==> src/rtl/msg_packer.sv <==
// Round-robin message packer: pops the granted channel's slave FIFO one byte at a
// time and frames it as SYNC, ADDR, LEN, payload, CSUM on a valid/ready byte stream.
module msg_packer #(
  parameter int         NUM_CH    = 5,
  parameter logic [7:0] SYNC_BYTE = 8'h55,
  parameter logic [7:0] BASE_ADDR = 8'h10
) (
  input  logic                  sys_clk,
  input  logic                  n_rst,
  input  logic [NUM_CH-1:0]     have_msg_bus,
  input  logic [8*NUM_CH-1:0]   len_bus,
  input  logic [8*NUM_CH-1:0]   slave_data_bus,
  output logic [NUM_CH-1:0]     rdreq_bus,
  output logic [7:0]            tx_data,
  output logic                  tx_valid,
  input  logic                  tx_ready,
  output logic                  busy
);

  localparam int                CH_W     = (NUM_CH > 1) ? $clog2(NUM_CH) : 1;
  localparam logic [CH_W-1:0]   LAST_CH  = CH_W'(NUM_CH - 1);
  localparam logic [NUM_CH-1:0] ONE_HOT0 = NUM_CH'(1);

  typedef enum logic [2:0] {
    IDLE, SYNC, ADDR, LEN, FETCH, CAPT, DATA, CSUM
  } state_t;

  state_t            state;
  logic [CH_W-1:0]   rr_ptr;
  logic [CH_W-1:0]   ch;
  logic [7:0]        len_q;
  logic [7:0]        remaining;
  logic [7:0]        csum;

  logic [7:0]        len_arr  [NUM_CH];
  logic [7:0]        data_arr [NUM_CH];
  logic              grant_valid;
  logic [CH_W-1:0]   grant_ch;
  logic [CH_W-1:0]   scan_idx;
  logic [7:0]        grant_len;
  logic              accept;

  for (genvar g = 0; g < NUM_CH; g++) begin : g_unpack
    assign len_arr[g]  = len_bus[8*g +: 8];
    assign data_arr[g] = slave_data_bus[8*g +: 8];
  end

  function automatic logic [CH_W-1:0] next_ch(input logic [CH_W-1:0] c);
    return (c == LAST_CH) ? '0 : c + 1'b1;
  endfunction

  assign accept    = tx_valid & tx_ready;
  assign grant_len = len_arr[grant_ch];

  // Scan upward from rr_ptr with wrap; the first pending channel wins.
  always_comb begin
    // NOTE: every variable gets a default before any conditional write, so no latch is inferred.
    grant_valid = 1'b0;
    grant_ch    = rr_ptr;
    scan_idx    = rr_ptr;
    for (int i = 0; i < NUM_CH; i++) begin
      if (!grant_valid && have_msg_bus[scan_idx]) begin
        grant_valid = 1'b1;
        grant_ch    = scan_idx;
      end
      scan_idx = next_ch(scan_idx);
    end
  end

  always_ff @(posedge sys_clk or negedge n_rst) begin
    if (!n_rst) begin
      state     <= IDLE;
      rr_ptr    <= '0;
      ch        <= '0;
      len_q     <= '0;
      remaining <= '0;
      csum      <= '0;
      rdreq_bus <= '0;
      tx_data   <= '0;
      tx_valid  <= 1'b0;
      busy      <= 1'b0;
    end else begin
      // NOTE: sequential state uses non-blocking assignments so every register samples pre-edge values.
      rdreq_bus <= '0;
      unique case (state)
        IDLE: begin
          if (grant_valid) begin
            ch    <= grant_ch;
            len_q <= grant_len;
            if (grant_len == 8'd0) begin
              rr_ptr <= next_ch(grant_ch);
            end else begin
              busy     <= 1'b1;
              tx_data  <= SYNC_BYTE;
              tx_valid <= 1'b1;
              csum     <= '0;
              state    <= SYNC;
            end
          end
        end
        SYNC: begin
          if (accept) begin
            tx_data <= BASE_ADDR + 8'(ch);
            csum    <= BASE_ADDR + 8'(ch);
            state   <= ADDR;
          end
        end
        ADDR: begin
          if (accept) begin
            tx_data <= len_q;
            csum    <= csum + len_q;
            state   <= LEN;
          end
        end
        LEN: begin
          if (accept) begin
            tx_valid  <= 1'b0;
            remaining <= len_q;
            rdreq_bus <= ONE_HOT0 << ch;
            state     <= FETCH;
          end
        end
        // The pop issued on entry is in flight; the FIFO q is valid next cycle.
        FETCH: state <= CAPT;
        CAPT: begin
          tx_data   <= data_arr[ch];
          tx_valid  <= 1'b1;
          csum      <= csum + data_arr[ch];
          remaining <= remaining - 8'd1;
          state     <= DATA;
        end
        DATA: begin
          if (accept) begin
            if (remaining != 8'd0) begin
              tx_valid  <= 1'b0;
              rdreq_bus <= ONE_HOT0 << ch;
              state     <= FETCH;
            end else begin
              tx_data <= csum;
              state   <= CSUM;
            end
          end
        end
        CSUM: begin
          if (accept) begin
            tx_valid <= 1'b0;
            busy     <= 1'b0;
            rr_ptr   <= next_ch(ch);
            state    <= IDLE;
          end
        end
        default: state <= IDLE;
      endcase
    end
  end

  a_rdreq_onehot: assert property (@(posedge sys_clk) disable iff (!n_rst)
    $onehot0(rdreq_bus));

  a_tx_hold: assert property (@(posedge sys_clk) disable iff (!n_rst)
    (tx_valid && !tx_ready) |=> (tx_valid && $stable(tx_data)));

endmodule

==> config.mk <==
export PLATFORM = sky130hd
export DESIGN_NAME = msg_packer
export DESIGN_NICKNAME = d
export VERILOG_FILES = /design/src/rtl/msg_packer.sv
export SDC_FILE = /design/constraint.sdc
export NUM_CORES = 1
export LEC_CHECK = 0
export BUFFER_PORTS_ARGS = -buffer_cell sky130_fd_sc_hd__buf_2
export CAP_MARGIN = 20
export CELL_PAD_IN_SITES_DETAIL_PLACEMENT = 0
export CELL_PAD_IN_SITES_GLOBAL_PLACEMENT = 1
export CORE_ASPECT_RATIO = 0.7
export CORE_MARGIN = 2
export CORE_UTILIZATION = 25
export DETAILED_ROUTE_END_ITERATION = 7
export GPL_TIMING_DRIVEN = 0
export PLACE_DENSITY_LB_ADDON = 0.1
export SYNTH_ARGS = -nofsm -noshare
export SYNTH_HDL_FRONTEND = slang
export SYNTH_SLANG_ARGS = --single-unit
==> constraint.sdc <==
create_clock -name sys_clk -period 10.06 [get_ports sys_clk]
set_clock_uncertainty 0.15 [all_clocks]
set_input_delay 1.006 -clock sys_clk [delete_from_list [all_inputs] [get_ports sys_clk]]
set_output_delay 1.006 -clock sys_clk [all_outputs]
set_load 0.01 [all_outputs]
==> run metrics <==
post-route ant nets=0; drt first pass iters=5; mux share of post-synthesis cell area=between 10% and 20%; status=finished clean; top-count cell post-synth=nand2_1; root buf cell=clkbuf_16; Yosys top cell area share=a little over a quarter; Mapped Nets=roughly 630; unique cell type count in the Yosys netlist=76; Row Count=between 40 and 50; number of fill cells=between 1500 and 2000; area taken by multi-input logic gates=approximately 0.0031 mm2; Reg area=0.00120 mm2; fraction of registers with async set or reset after synthesis=100%; r2r setup slk=between 3000 and 4000 ps; global route overflow=0; minimum clock period=6910 ps; CTS tree=yes; CTS H-tree depth=2; commonest cells in the netlist=nand2_1, dfrtp_1, nor2_1, o21ai_0, a21oi_1; Inserted Diodes=0; R2R depth=23; overall global routing resource usage=~17%; final max-slew violation count=0; Final setup viols=0; Req. time, crit path=10090 ps; largest net degree at the start of global routing=27; core area=~0.018 mm2; number of port buffers=slightly above 100; unrepaired setup endpoints after global routing=no; Slew HR=36.9%; Post-Synth XOR/XNOR Area=between 1 and 1.5%; post-synthesis simple-gate area fraction=between 10% and 20%; largest family of logic cells by synthesized area=compound AO/OA/AOI/OAI gates; die footprint=just under 0.02 mm2; global-route wire length before repair=approximately 25000 um; DRC Markers=0; clk sinks=between 40 and 50; CTS resizes=0; area of the mapped netlist=~0.0045 mm2; die span in y=between 100 and 150 um; Max Freq=145 MHz; CTS Buf Count=5; Crit Path Max Fanout=10; Fin. Hold Viols=0; Arr. time, crit path=a little under 7000 ps; maximum root-to-sink buffer count=2; Layout area overhead=21.5%; vias in the first global route=~4400; Worst-path clk slew=70 ps; Hold Buf Count CTS=0; Setup TNS=0 ps; # Max-Cap Violations=0; synthesized flop and latch total=48; DR vias/cell=just over 5; cell taking the most area after synthesis=dfrtp_1; Routed wire per std cell=about 18 um; top_reg_cell synth=dfrtp_1; Synth Warn #=0; area share of fa/ha/maj cells after synthesis=about 6.8%; largest cells by area after synthesis=dfrtp_1, ha_1, mux2i_1, nand2_1, mux2_2; vias=around 4500; Synth Area in Compound Gates=25.3%; half-perimeter wire length after detailed placement=~13000 um; Total Wirelength=between 15000 and 20000 um; Crit Path Class=flip-flop to flip-flop; period utilisation layout=between 60% and 70%; Crit. End Element=flip-flop; register area share after synthesis=between 20% and 30%; Initial Util=roughly a quarter; antenna violations before repair=0; EDFF count, synth=0; gp weighted congestion=~0.79; DRC marker count from the first detailed-route iteration=around 290; min-delay worst type=flip-flop to flip-flop; Syn Inst Count=520; synthesized area per cell=between 8 and 9 um2; WHS Path Cells=1; Nets=roughly 740; layout cells sized above 1=27.6%; Top Ports=between 100 and 150; clock insertion delay at the later pin of the skew report=around 300 ps; setup bufs post-CTS=0; slew at the pin closest to its max-slew limit=940 ps; Startpoint Class=flip-flop; die width=between 150 and 200 um
-- critical path, stage by stage, from the launching register on --
cell and delay, ps:
dfrtp_1 460, inv_1 150, ha_1 290, a21oi_1 440, inv_1 90, ha_1 240, o21ai_0 90, a22oi_1 120
buf_4 210, ha_1 430, mux2i_1 150, nor3b_1 190, mux2i_1 90, a22oi_1 480, a31o_2 230, a211oi_2 80
a221oi_4 580, mux2_2 410, a221oi_1 360, o22ai_1 240, nor4b_4 650, nor4bb_1 120, buf_4 220, mux2_4 310
-- flip-flops by register name, summed over array words and instances (netlist names) --
| register | flops |
|---|---|
| remaining | 8 |
| tx_valid | 1 |
| rr_ptr | 3 |
| tx_data | 8 |
| len_q | 8 |
| ch | 3 |
| rdreq_bus | 5 |
| state | 3 |
| csum | 8 |
| busy | 1 |
-- area by class of cell --
type,count,share of cell area [%]
plain buffers,27,2.41
clock inverters,2,0.273
clock buffers,6,2.52
well taps,236,5.36
multi-input cells,425,56.7
inverters,20,1.41
repair buffers,102,9.54
flip-flops and latches,48,21.8
-- per-stage QoR --
stage / utilization (%) / hold slack [ps] / cells / area [um2] / worst slack, ps
after global placement: 29.8 / 318 / 857 / 5330 / 3110
after CTS: 30.8 / 334 / 866 / 5510 / 3070
after global routing: 30.8 / 357 / 866 / 5510 / 2560
after detailed placement: 29.9 / 323 / 858 / 5350 / 3120
after floorplan: - / 299 / 520 / 4530 / 4420
final: 30.8 / 344 / 866 / 5510 / 3150
-- worst paths after layout --
path                                       start                endpoint
max                        rr_ptr[1]$_DFFE_PN0P_     csum[1]$_DFFE_PN0P_
min                          csum[7]$_DFFE_PN0P_     csum[7]$_DFFE_PN0P_
max reg2reg                rr_ptr[1]$_DFFE_PN0P_     csum[1]$_DFFE_PN0P_
min reg2reg                  csum[7]$_DFFE_PN0P_     csum[7]$_DFFE_PN0P_
max in group asynchronous                  n_rst   rr_ptr[2]$_DFFE_PN0P_
min in group asynchronous                  n_rst  tx_data[7]$_DFFE_PN0P_
-- per-layer routing --
| metal | share of wire (%) | track usage, % | vias to the layer above | routed length, um |
|---|---|---|---|---|
| li1 | - | - | 2183 | - |
| met1 | 56 | 27.5 | 2136 | 8760 |
| met2 | 40 | 23.7 | 133 | 6280 |
| met3 | 4.2 | 2.24 | 8 | 658 |
| met4 | 0.47 | 2.26 | 0 | 74 |
| met5 | 0 | 0 | - | 0 |
-- placed cells by master, fill, tap and decap left out, types with 5 or more instances in the layout --
| cell | synthesis | routed |
|---|---|---|
| a21o_1 | 8 | 8 |
| a21oi_1 | 32 | 32 |
| a22oi_1 | 13 | 13 |
| a31oi_1 | 6 | 6 |
| and3_1 | 10 | 10 |
| buf_1 | 5 | 5 |
| buf_2 | 4 | 105 |
| clkbuf_1 | 13 | 13 |
| clkbuf_16 | 0 | 5 |
| dfrtp_1 | 48 | 48 |
| ha_1 | 23 | 23 |
| inv_1 | 18 | 18 |
| mux2_2 | 18 | 18 |
| mux2_4 | 5 | 5 |
| mux2i_1 | 25 | 25 |
| mux4_2 | 8 | 8 |
| nand2_1 | 59 | 59 |
| nand3_1 | 19 | 19 |
| nor2_1 | 41 | 41 |
| nor2b_1 | 5 | 5 |
| nor3_1 | 11 | 11 |
| o211ai_1 | 7 | 7 |
| o21ai_0 | 33 | 33 |
| o22ai_1 | 11 | 11 |
| o31ai_1 | 7 | 7 |
-- kinds of logic after synthesis --
family                     after synthesis
DFF                                     48
adders and majority gates               24
buffers and inverters                   47
AOI/OAI and AO/OA                      165
and+or+nand+nor                        170
xor gates and xnor gates                 7
muxes                                   59
Power is left out: the tool's default activity adds up to more than one toggle a clock period on the data nets, which glitch-free logic cannot reach.
